==> config.mk <==
export PLATFORM = sky130hd
export DESIGN_NAME = hazard_stall_ctrl
export DESIGN_NICKNAME = d
export VERILOG_FILES = /design/src/rtl/hazard_stall_ctrl.sv
export SDC_FILE = /design/constraint.sdc
export NUM_CORES = 1
export LEC_CHECK = 0
export ABC_AREA = 1
export CORE_ASPECT_RATIO = 0.8
export CORE_MARGIN = 4
export CORE_UTILIZATION = 30
export DETAILED_ROUTE_END_ITERATION = 16
export HOLD_SLACK_MARGIN = 0.03
export MAX_ROUTING_LAYER = met4
export PLACE_DENSITY_LB_ADDON = 0.3
export SLEW_MARGIN = 20
export SYNTH_ARGS = -nofsm -noshare
export SYNTH_HDL_FRONTEND = slang
export SYNTH_SLANG_ARGS = --single-unit
==> constraint.sdc <==
create_clock -name Clk -period 4.3 [get_ports Clk]
set_input_delay 0.645 -clock Clk [delete_from_list [all_inputs] [get_ports Clk]]
set_output_delay 0.645 -clock Clk [all_outputs]
set_load 0.005 [all_outputs]
==> src/rtl/hazard_stall_ctrl.sv <==
// Pipeline hazard controller: load-use bubbles, counted multiply stalls in EX,
// a multi-cycle branch flush window and a saturating stall-cycle counter.
module hazard_stall_ctrl #(
    parameter int unsigned REG_ADDR_W      = 5,
    parameter int unsigned MUL_CYCLES      = 4,
    parameter int unsigned BR_FLUSH_CYCLES = 1,
    parameter int unsigned CNT_W           = 16
) (
    input  logic                  Clk,
    input  logic                  Reset,
    input  logic [1:0]            Branch,
    input  logic                  IDEXMemRead,
    input  logic [REG_ADDR_W-1:0] IDEXRt,
    input  logic [REG_ADDR_W-1:0] IFIDRs,
    input  logic [REG_ADDR_W-1:0] IFIDRt,
    input  logic                  IFIDUsesRt,
    input  logic                  MulStart,
    output logic                  PCWrite,
    output logic                  IFIDWrite,
    output logic                  IFIDFlush,
    output logic                  IDEXWrite,
    output logic                  IDEXFlush,
    output logic                  EXMEMFlush,
    output logic                  MulBusy,
    output logic [CNT_W-1:0]      StallCycles
);

    localparam int unsigned MCNT_W = (MUL_CYCLES > 2) ? $clog2(MUL_CYCLES - 1) : 1;
    localparam int unsigned BCNT_W = (BR_FLUSH_CYCLES > 2) ? $clog2(BR_FLUSH_CYCLES - 1) : 1;

    typedef enum logic [1:0] {
        RUN      = 2'd0,
        MUL_WAIT = 2'd1,
        BR_FLUSH = 2'd2
    } state_t;

    state_t              state, state_nxt;
    logic [MCNT_W-1:0]   mcnt, mcnt_nxt;
    logic [BCNT_W-1:0]   bcnt, bcnt_nxt;
    logic                load_use;
    logic                issue;

    assign load_use = IDEXMemRead && (IDEXRt != '0) &&
                      ((IDEXRt == IFIDRs) || (IFIDUsesRt && (IDEXRt == IFIDRt)));

    always_ff @(posedge Clk) begin
        if (Reset) begin
            state <= RUN;
            mcnt  <= '0;
            bcnt  <= '0;
        end else begin
            state <= state_nxt;
            mcnt  <= mcnt_nxt;
            bcnt  <= bcnt_nxt;
        end
    end

    // Next state and controls; issue marks cycles where the normal RUN rules apply.
    always_comb begin
        PCWrite    = 1'b1;
        IFIDWrite  = 1'b1;
        IDEXWrite  = 1'b1;
        IFIDFlush  = 1'b0;
        IDEXFlush  = 1'b0;
        EXMEMFlush = 1'b0;
        MulBusy    = 1'b0;
        state_nxt  = state;
        mcnt_nxt   = mcnt;
        bcnt_nxt   = bcnt;
        issue      = 1'b0;

        if (!Reset) begin
            case (state)
                RUN: begin
                    if (MulStart && (MUL_CYCLES > 1)) begin
                        PCWrite    = 1'b0;
                        IFIDWrite  = 1'b0;
                        IDEXWrite  = 1'b0;
                        EXMEMFlush = 1'b1;
                        MulBusy    = 1'b1;
                        mcnt_nxt   = MCNT_W'(MUL_CYCLES - 2);
                        state_nxt  = MUL_WAIT;
                    end else begin
                        issue = 1'b1;
                    end
                end
                MUL_WAIT: begin
                    if (mcnt != '0) begin
                        PCWrite    = 1'b0;
                        IFIDWrite  = 1'b0;
                        IDEXWrite  = 1'b0;
                        EXMEMFlush = 1'b1;
                        MulBusy    = 1'b1;
                        mcnt_nxt   = mcnt - MCNT_W'(1);
                    end else begin
                        issue     = 1'b1;
                        state_nxt = RUN;
                    end
                end
                BR_FLUSH: begin
                    IFIDFlush = 1'b1;
                    if (bcnt == '0) begin
                        state_nxt = RUN;
                    end else begin
                        bcnt_nxt = bcnt - BCNT_W'(1);
                    end
                end
                default: begin
                    state_nxt = RUN;
                end
            endcase

            if (issue) begin
                if (load_use) begin
                    PCWrite   = 1'b0;
                    IFIDWrite = 1'b0;
                    IDEXFlush = 1'b1;
                end else if (Branch != 2'b00) begin
                    IFIDFlush = 1'b1;
                    if (BR_FLUSH_CYCLES > 1) begin
                        bcnt_nxt  = BCNT_W'(BR_FLUSH_CYCLES - 2);
                        state_nxt = BR_FLUSH;
                    end
                end
            end
        end
    end

    // Saturating count of cycles with the PC held.
    always_ff @(posedge Clk) begin
        if (Reset) begin
            StallCycles <= '0;
        end else if (!PCWrite && (StallCycles != '1)) begin
            StallCycles <= StallCycles + CNT_W'(1);
        end
    end

endmodule

==> results.ini, run 1 <==
[synthesis]
yosysMostFrequentCell=nand2_1
muxShareOfSynthArea=0
synthTopCellsByCount=nand2_1, nor2_1, inv_1
ys_warn_count=0
synth_seq_cells=19
synth_fp_nets=253
synth_top_area_frac=0.2712
ys_seq_area_frac=0.2712
synth-xor-area-share=0.03122
synthSimpleGateAreaFrac=0.4888
ys.flop_type=dfxtp_1
yosysUniqueCellTypes=24
synthAdderAreaFrac=0.01784
synth_top_area_cell=dfxtp_1
synth_area_mm2=0.001403
synth_compound_area_frac=0.05263
synthTopCellsByArea=dfxtp_1, nand2_1, nor2_1
synth_top_family_by_area=simple AND/OR/NAND/NOR gates
synth-edff-count=0
async_reset_ff_frac=0
syn_area_per_cell_um2=6.125
postSynthCellCount=229

[sta]
setup_viol=0
min_period_over_period=0.7460
skew_ns=0.01240
tns_ns=0
maxSlewViolCount=0
rsz0062_at_grt=false
hold_viol_final=0
fin_crit_ns=3.208
max_slew_margin=0.7474
holdWs_ns=0.4504
max_freq_mhz=311.7
worst_slack_ns=1.092
worst_slew_pin_slew_ns=0.3776

[detailed_routing]
avgViaCountPerCell=4.358
wirelength_um=3437
drt_iter0_drc=55
ant_nets=0
via_count=1438
drtPass1Iterations=4
drc=0
wl_per_cell_um=10.42

[worst_setup_path]
path_cells=clkdlybuf4s50_1, inv_2, nand4_1, o21ai_0, inv_1, nand2_1, nand2_2, nor2_1, clkdlybuf4s50_1
crit_path_max_incr_delay_ns=0.52
critPathLaunchType=input pin
ff2ff_path_depth=10
cp-end-kind=primary output
crit_path_frequent_cell=clkdlybuf4s50_1
crit_buf_inv=4
reg2reg_slack_ns=2.63
crit_arrival_ns=2.56
crit_type=input pin to primary output
reg2reg_from=StallCycles[0]$_SDFFE_PP0P_
cp_max_fo=20
worst_path_max_delay_cell=clkdlybuf4s50_1
crit_required_ns=3.65
critPathTopFamily=buffers and inverters
r2r-end=StallCycles[14]$_SDFFE_PP0P_

[die]
core_region_area_mm2=0.004335
pin_count=45
start_util=0.3235
die_h_um=69.16
chipWidth_um=84.45
rows=21
die_area_mm2=0.005840

[hold_path]
holdCritStartpoint=mcnt[0]$_SDFFE_PP0N_
min_to=mcnt[0]$_SDFFE_PP0N_
hp-class=register to register
min_path_cells=1

[finish]
nFillCells=454
ff_latch_area_um2=380.4
antennaDiodeCount=0
multi_input_area_um2=828.3
syn_to_final_growth_pct=37.11
instances_no_fill=330
fin_util=0.4436
drive_gt1_frac=0.1355
layout.nets=298

[grt]
track_usage=0.1285
grt_pass1_wl_um=5996
grt_pass1_vias=1300
gr-total-overflow=0
antenna_found_initial=0
grt_max_degree=21

[placed_design]
gp_congestion=0.8065
place_ws_ns=1.094
port-buffer-count=44
placedCellCount=326
dpl.hpwl_um=2769

[clock_network]
htreeDepth=1
clk_path_buf_depth=2
clkLatencyLatePin_ns=0.27
clk_pin_slew_ns=0.07
root_buffer=clkbuf_8
clock_sinks=19
cts_hold_buffers=0
cts_tree=yes
cts.repair.resized=0
cts_buffers=3
cts_setup_buffers=0

[status]
status=finished, final reports clean

[pwr]
p_leak_nw=0.8535
ir_worst_vdd_uv=121.4
power_density_mw_per_mm2=213.7

[job]
max_cap_violations=0

sequential cells by signal, indices dropped and copies added, names as in the netlist:
signal	flops
StallCycles	16
mcnt	2
state	1
worst reg2reg max path, stage by stage, from the launching register on:
cell and delay [ns]:
dfxtp_1 0.40, ha_1 0.22, nand2_2 0.08, nor2_4 0.15, nand3_1 0.17, nor2_1 0.13, nand2_1 0.07, xor2_1 0.14
nand3_1 0.09, nand2_1 0.07, nor2_1 0.04
cell type report:
type / count / share of cell area
Inverter: 39 / 0.07742
Sequential cell: 19 / 0.1978
Multi-Input combinational cell: 166 / 0.4307
Timing Repair Buffer: 45 / 0.2329
Tap cell: 57 / 0.03709
Clock inverter: 1 / 0.002602
Clock buffer: 3 / 0.02147
stage by stage:
| step | area [um^2] | power, mW |
|---|---|---|
| floorplan | 1403 | 0.2419 |
| global placement | 1877 | 0.2846 |
| detailed placement | 1877 | 0.2853 |
| CTS | 1923 | 0.4189 |
| global route | 1923 | 0.4352 |
| finish | 1923 | 0.4110 |
kinds of logic after synthesis:
logic type,count (synthesis)
AND/OR/NAND/NOR,145
adder cells (fa/ha/maj),2
buffers and inverters,44
XOR/XNOR,5
AO/OA/AOI/OAI,14
flip-flops,19
where the power goes:
part	leakage, nW	switching, mW	internal (mW)	total, mW
registers	0.154	0.00610	0.182	0.188
clock network	0.0255	0.0659	0.0646	0.130
logic	0.674	0.0451	0.0475	0.0925
placed cells by master (no fill, tap or decap), types with 3 or more instances in the layout:
cell type,count
a21oi_1,10
clkbuf_8,3
clkdlybuf4s50_1,44
dfxtp_1,19
inv_1,27
inv_2,11
nand2_1,66
nand2_2,7
nand3_1,20
nand3_2,3
nand4_1,4
nor2_1,32
nor2_2,3
nor3_1,4
o21ai_0,3
xor2_1,4
how the worst max path moves through the flow:
stage | start | to | slack (ns) | cells after the start
global placement | IDEXRt[3] | IFIDFlush | 1.13 | 11
CTS | IDEXRt[3] | IFIDFlush | 1.07 | 9
global route | IDEXRt[2] | IFIDFlush | 0.92 | 9
finish | IDEXRt[3] | IFIDFlush | 1.09 | 9
detailed placement | IDEXRt[3] | IFIDFlush | 1.09 | 9
floorplan | IDEXRt[0] | PCWrite | 2.28 | 10
metal layers:
metal	routed length, um	vias up	GRT usage	part of all wire
met1	1795	616	0.1763	0.52
met5	0	-	-	0
li1	-	794	-	-
met2	1463	23	0.1874	0.43
met3	141	5	0.03452	0.041
met4	36	0	0.03163	0.010
Power figures use the tool's default switching activity.
==> run 2, diff against run 1 <==
Clock period 4.3 ns to 2.76 ns, I/O delays scaled along.
==> run 2 against run 1 <==
Utilization rose by 0.43 points. Sequential power increased by 56%. Non-clock buffer count up 2. Clock-buffer cell count grew 1. Clock skew is 0.011 ns lower. Critical path depth rose by 1. Critical endpoint is now IDEXFlush. Largest cell class unchanged. Highest routed layer unchanged.
==> results.ini, run 2 (synthesized netlist as in run 1, its figures left out) <==
[die]
start_util=0.3235  ; unchanged
die_h_um=69.16  ; unchanged
chipWidth_um=84.45  ; unchanged
pin_count=45  ; unchanged
rows=21  ; unchanged
core_region_area_mm2=0.004335  ; unchanged
die_area_mm2=0.005840  ; unchanged

[clock_network]
clock_sinks=19  ; unchanged
root_buffer=clkbuf_8
clkLatencyLatePin_ns=0.26  ; about the same
htreeDepth=1  ; unchanged
clk_pin_slew_ns=0.07  ; about the same
cts_setup_buffers=0  ; unchanged
clk_path_buf_depth=2  ; unchanged
cts_tree=yes
cts_buffers=3  ; unchanged

[sta]
maxSlewViolCount=0  ; unchanged
min_period_over_period=0.9393
max_slew_margin=0.7913  ; +0.04386
max_freq_mhz=385.7
holdWs_ns=0.4643  ; +0.01392 ns
tns_ns=0  ; unchanged
worst_slack_ns=0.1676  ; -0.9246 ns
skew_ns=0.001380  ; -0.01102 ns
fin_crit_ns=2.592
worst_slew_pin_slew_ns=0.3119  ; -0.06561 ns
rsz0062_at_grt=false
setup_viol=0  ; unchanged
hold_viol_final=0  ; unchanged

[detailed_routing]
drt_iter0_drc=53  ; -3.6%
via_count=1456  ; +1.3%
drc=0  ; unchanged
avgViaCountPerCell=4.386  ; +0.64%
wl_per_cell_um=10.56  ; +1.4%
ant_nets=0  ; unchanged
wirelength_um=3507  ; +2.0%
drtPass1Iterations=4  ; unchanged

[grt]
gr-total-overflow=0  ; unchanged
antenna_found_initial=0  ; unchanged
grt_pass1_wl_um=6065  ; +1.2%
grt_pass1_vias=1349  ; +3.8%
grt_max_degree=20  ; -4.8%
track_usage=0.1278  ; -0.0007279

[finish]
instances_no_fill=332  ; +0.61%
syn_to_final_growth_pct=38.45
reg.largest.list=StallCycles (16), mcnt (2), state (1)
ff_latch_area_um2=380.4  ; unchanged
most-common-layout-cells=nand2_1, clkdlybuf4s50_1, nor2_1
nFillCells=472  ; +4.0%
top_register=StallCycles
largest_reg_flops=16  ; unchanged
layout.nets=300  ; +0.67%
multi_input_area_um2=833.3  ; +0.60%
antennaDiodeCount=0  ; unchanged
layout_commonest_cell=nand2_1
drive_gt1_frac=0.1382  ; +0.002651
post-route-cell-area_mm2=0.001942  ; +0.98%
fin_util=0.4479  ; +0.004329

[worst_setup_path]
reg2reg_slack_ns=1.08  ; -1.55 ns
crit_required_ns=2.35  ; -1.30 ns
ff2ff_path_depth=10  ; unchanged
crit_arrival_ns=2.18  ; -0.38 ns
critPathLaunchType=input pin
reg2reg_from=StallCycles[0]$_SDFFE_PP0P_
crit_type=input pin to primary output
r2r-end=StallCycles[14]$_SDFFE_PP0P_
cp_max_fo=3  ; -85%
cp-end-kind=primary output

[placed_design]
place_ws_ns=0.1574  ; -0.9366 ns
gp_congestion=0.7804  ; -3.2%
placedCellCount=328  ; +0.61%
dpl.hpwl_um=2853  ; +3.1%
placed_area_mm2=0.001892  ; +0.80%
port-buffer-count=44  ; unchanged

[pwr]
power_density_mw_per_mm2=331.7  ; +55%
power.total_mw=0.6442  ; +57%
p_leak_nw=0.8612  ; +0.91%
ir_worst_vdd_uv=154.8  ; +28%

[hold_path]
hp-class=register to register
min_to=mcnt[1]$_SDFFE_PP0N_
holdCritStartpoint=mcnt[1]$_SDFFE_PP0N_
min_path_cells=2  ; +1

[status]
status=finished, final reports clean

[job]
max_cap_violations=0  ; unchanged

run 2: repair_timing:
action                                 CTS  global route
endpoints found under the hold margin    0             0
resized for setup                        0             1
hold buffers                             0             0
setup endpoints to repair                0             1
run 2: metal layers:
layer,track usage,share of wire,vias up
met5,-,0,-
met4,0.02636,0.0077,0
met3,0.03452,0.043,5
met2,0.2023,0.46,21
met1,0.1643,0.49,630
li1,-,-,800
run 2: cell type report:
type	instances	area share
timing repair buffer	47	0.2384
multi-input combinational	166	0.4291
clock buffer	4	0.02320
sequential	19	0.1959
inverter	39	0.07668
tap	57	0.03673
run 2: how the worst max path moves through the flow:
| stage | startpoint | endpoint | cells past startpoint |
|---|---|---|---|
| floorplan | mcnt[0]$_SDFFE_PP0N_ | PCWrite | 9 |
| global placement | IDEXRt[3] | IFIDWrite | 11 |
| detailed placement | IDEXRt[3] | IFIDWrite | 11 |
| CTS | IDEXRt[3] | IFIDWrite | 11 |
| global route | IDEXRt[4] | IFIDWrite | 11 |
| finish | IDEXRt[3] | IDEXFlush | 10 |
run 2: critical path: stages:
cell and delay, ns:
clkdlybuf4s50_1 0.52, inv_2 0.07, nand2_1 0.05, nand2_1 0.05, nor2_1 0.13, nand3_1 0.11, nand2_2 0.09, nand3_2 0.10
nor2_1 0.13, clkdlybuf4s50_1 0.51
run 2: where the power goes:
part / internal [mW] / switching (mW) / total (mW) / leakage [nW]
clock: 0.103 / 0.0981 / 0.201 / 0.0228
sequential: 0.283 / 0.00928 / 0.293 / 0.154
combinational: 0.0786 / 0.0719 / 0.151 / 0.684
total: 0.465 / 0.179 / 0.644 / 0.861
==> run 3, diff against run 2 <==
Settings changed: CORE_MARGIN 4 to 8, SLEW_MARGIN 20 to 0.
==> run 3 against run 2 <==
Utilization decreased by 1.9 points. Design area increased by 0.32%. Final cell count increased by 1.2%. Clock power about the same. Sequential share of layout area decreased by 0.063 points. Critical path depth unchanged. Die area increased by 22%. Sequential cell count unchanged. Sequential power about the same. Worst setup slack improved by 0.054 ns. Combinational power about the same. Clock-buffer cell count unchanged. Critical path type unchanged.
==> results.ini, run 3 (synthesized netlist as in run 1, its figures left out) <==
[finish]
antennaDiodeCount=0  ; unchanged
post-route-cell-area_mm2=0.001948  ; +0.32%
syn_to_final_growth_pct=38.89
layout_commonest_cell=nand2_1
nFillCells=494  ; +4.7%
drive_gt1_frac=0.1413  ; +0.003123
top_register=StallCycles
layout.nets=301  ; +0.33%
largest_reg_flops=16  ; unchanged
reg.largest.list=StallCycles (16), mcnt (2), state (1)
most-common-layout-cells=nand2_1, clkdlybuf4s50_1, nor2_1

[sta]
hold_viol_final=0  ; unchanged
maxSlewViolCount=0  ; unchanged
skew_ns=0.003782  ; +0.002402 ns
worst_slew_pin_slew_ns=0.3006  ; -0.01138 ns
max_freq_mhz=394.0  ; +2.1%
fin_crit_ns=2.538  ; -0.05413 ns
min_period_over_period=0.9196  ; -0.01961
tns_ns=0  ; unchanged
worst_slack_ns=0.2218  ; +0.05413 ns
max_slew_margin=0.7993  ; +0.008080
setup_viol=0  ; unchanged
rsz0062_at_grt=false

[clock_network]
cts.repair.resized=0  ; unchanged
clk_path_buf_depth=2  ; unchanged
clock_sinks=19  ; unchanged
cts_setup_buffers=0  ; unchanged
cts_hold_buffers=0  ; unchanged
cts_buffers=3  ; unchanged
cts_tree=yes
root_buffer=clkbuf_8
htreeDepth=1  ; unchanged
clkLatencyLatePin_ns=0.26  ; about the same
clk_pin_slew_ns=0.07  ; about the same

[placed_design]
dpl.hpwl_um=2980  ; +4.4%
placed_area_mm2=0.001903  ; +0.60%
port-buffer-count=44  ; unchanged
place_ws_ns=0.2152  ; +0.05780 ns
gp_congestion=0.7698  ; -1.4%

[grt]
antenna_found_initial=0  ; unchanged
grt_util_met1=0.1404  ; -0.02383
grt_max_degree=20  ; unchanged
use_met2=0.1633  ; -0.03894
track_usage=0.1084  ; -0.01934
grt_pass1_vias=1395  ; +3.4%
grt_pass1_wl_um=6299  ; +3.9%
gr-total-overflow=0  ; unchanged
met3_usage=0.03113  ; -0.003395
top_usage_layer=met2

[detailed_routing]
drt_iter0_drc=67  ; +26%
wl_per_cell_um=10.87  ; +2.9%
wirelength_um=3653  ; +4.2%
drtPass1Iterations=4  ; unchanged
drc=0  ; unchanged
avgViaCountPerCell=4.399  ; +0.30%
via_count=1478  ; +1.5%
ant_nets=0  ; unchanged

[worst_setup_path]
crit_path_max_incr_delay_ns=0.53  ; about the same
crit_buf_inv=3  ; unchanged
worst_path_max_delay_cell=clkdlybuf4s50_1
critPathLaunchType=input pin
crit_required_ns=2.35  ; about the same
crit_arrival_ns=2.12  ; -0.06 ns
path_cells=clkdlybuf4s50_1, inv_2, nand2_1, nand2_1, nor2_1, nand3_1, nand2_2, nand3_2, nor2_1, clkdlybuf4s50_1
reg2reg_from=StallCycles[0]$_SDFFE_PP0P_
startpoint=IDEXRt[4]
cp-end-kind=primary output
cp_max_fo=4  ; +1
crit_type=input pin to primary output
critPathTopFamily=buffers and inverters

[die]
chipWidth_um=92.45  ; +9.5%
pin_count=45  ; unchanged
die_area_mm2=0.007133  ; +22%
rows=22  ; +4.8%
start_util=0.3088  ; -0.01471
core_region_area_mm2=0.004542  ; +4.8%
die_h_um=77.16  ; +12%

[pwr]
p_leak_nw=0.8655  ; +0.49%
ir_worst_vdd_uv=185.7  ; +20%
power.total_mw=0.6436  ; -0.10%
power_density_mw_per_mm2=330.3  ; -0.42%

[hold_path]
hp-class=register to register
holdCritStartpoint=mcnt[0]$_SDFFE_PP0N_

[job]
max_cap_violations=0  ; unchanged

[status]
status=finished, final reports clean

==> run 3: layout make-up <==
cell class | count | area, um^2 | area share
clock buffers | 4 | 45.04 | 0.02312
repair buffers | 48 | 470.5 | 0.2415
inverters | 39 | 148.9 | 0.07643
flip-flops and latches | 19 | 380.4 | 0.1952
multi-input cells | 166 | 828.3 | 0.4252
well taps | 60 | 75.07 | 0.03854
==> run 3: metrics by stage <==
step                      std cells    util  hold slack (ns)
after global routing            336  0.4289           0.4927
final                           336  0.4289           0.4609
after CTS                       336  0.4289           0.4690
after detailed placement        332  0.4190           0.4567
after floorplan                 229       -           0.4261
after global placement          332  0.4190           0.4423
==> run 3: worst paths after layout <==
kind                                  endpoint  slack [ns]  cells after the start
hold reg to reg           mcnt[0]$_SDFFE_PP0N_        0.46                      1
setup reg to reg  StallCycles[14]$_SDFFE_PP0P_        1.10                     10
hold / removal            mcnt[0]$_SDFFE_PP0N_        0.46                      1
setup / recovery                     IDEXFlush        0.22                     10
==> run 3: layer usage <==
metal,up-vias,share of wire
met2,26,0.43
met5,-,0
met1,645,0.52
li1,803,-
met3,4,0.045
met4,0,0.0060
==> run 3: power breakdown <==
part / total, mW / leakage [nW] / internal, mW / switching, mW
sequential: 0.293 / 0.154 / 0.283 / 0.00949
clock: 0.199 / 0.0228 / 0.103 / 0.0963
combinational: 0.152 / 0.688 / 0.0797 / 0.0719
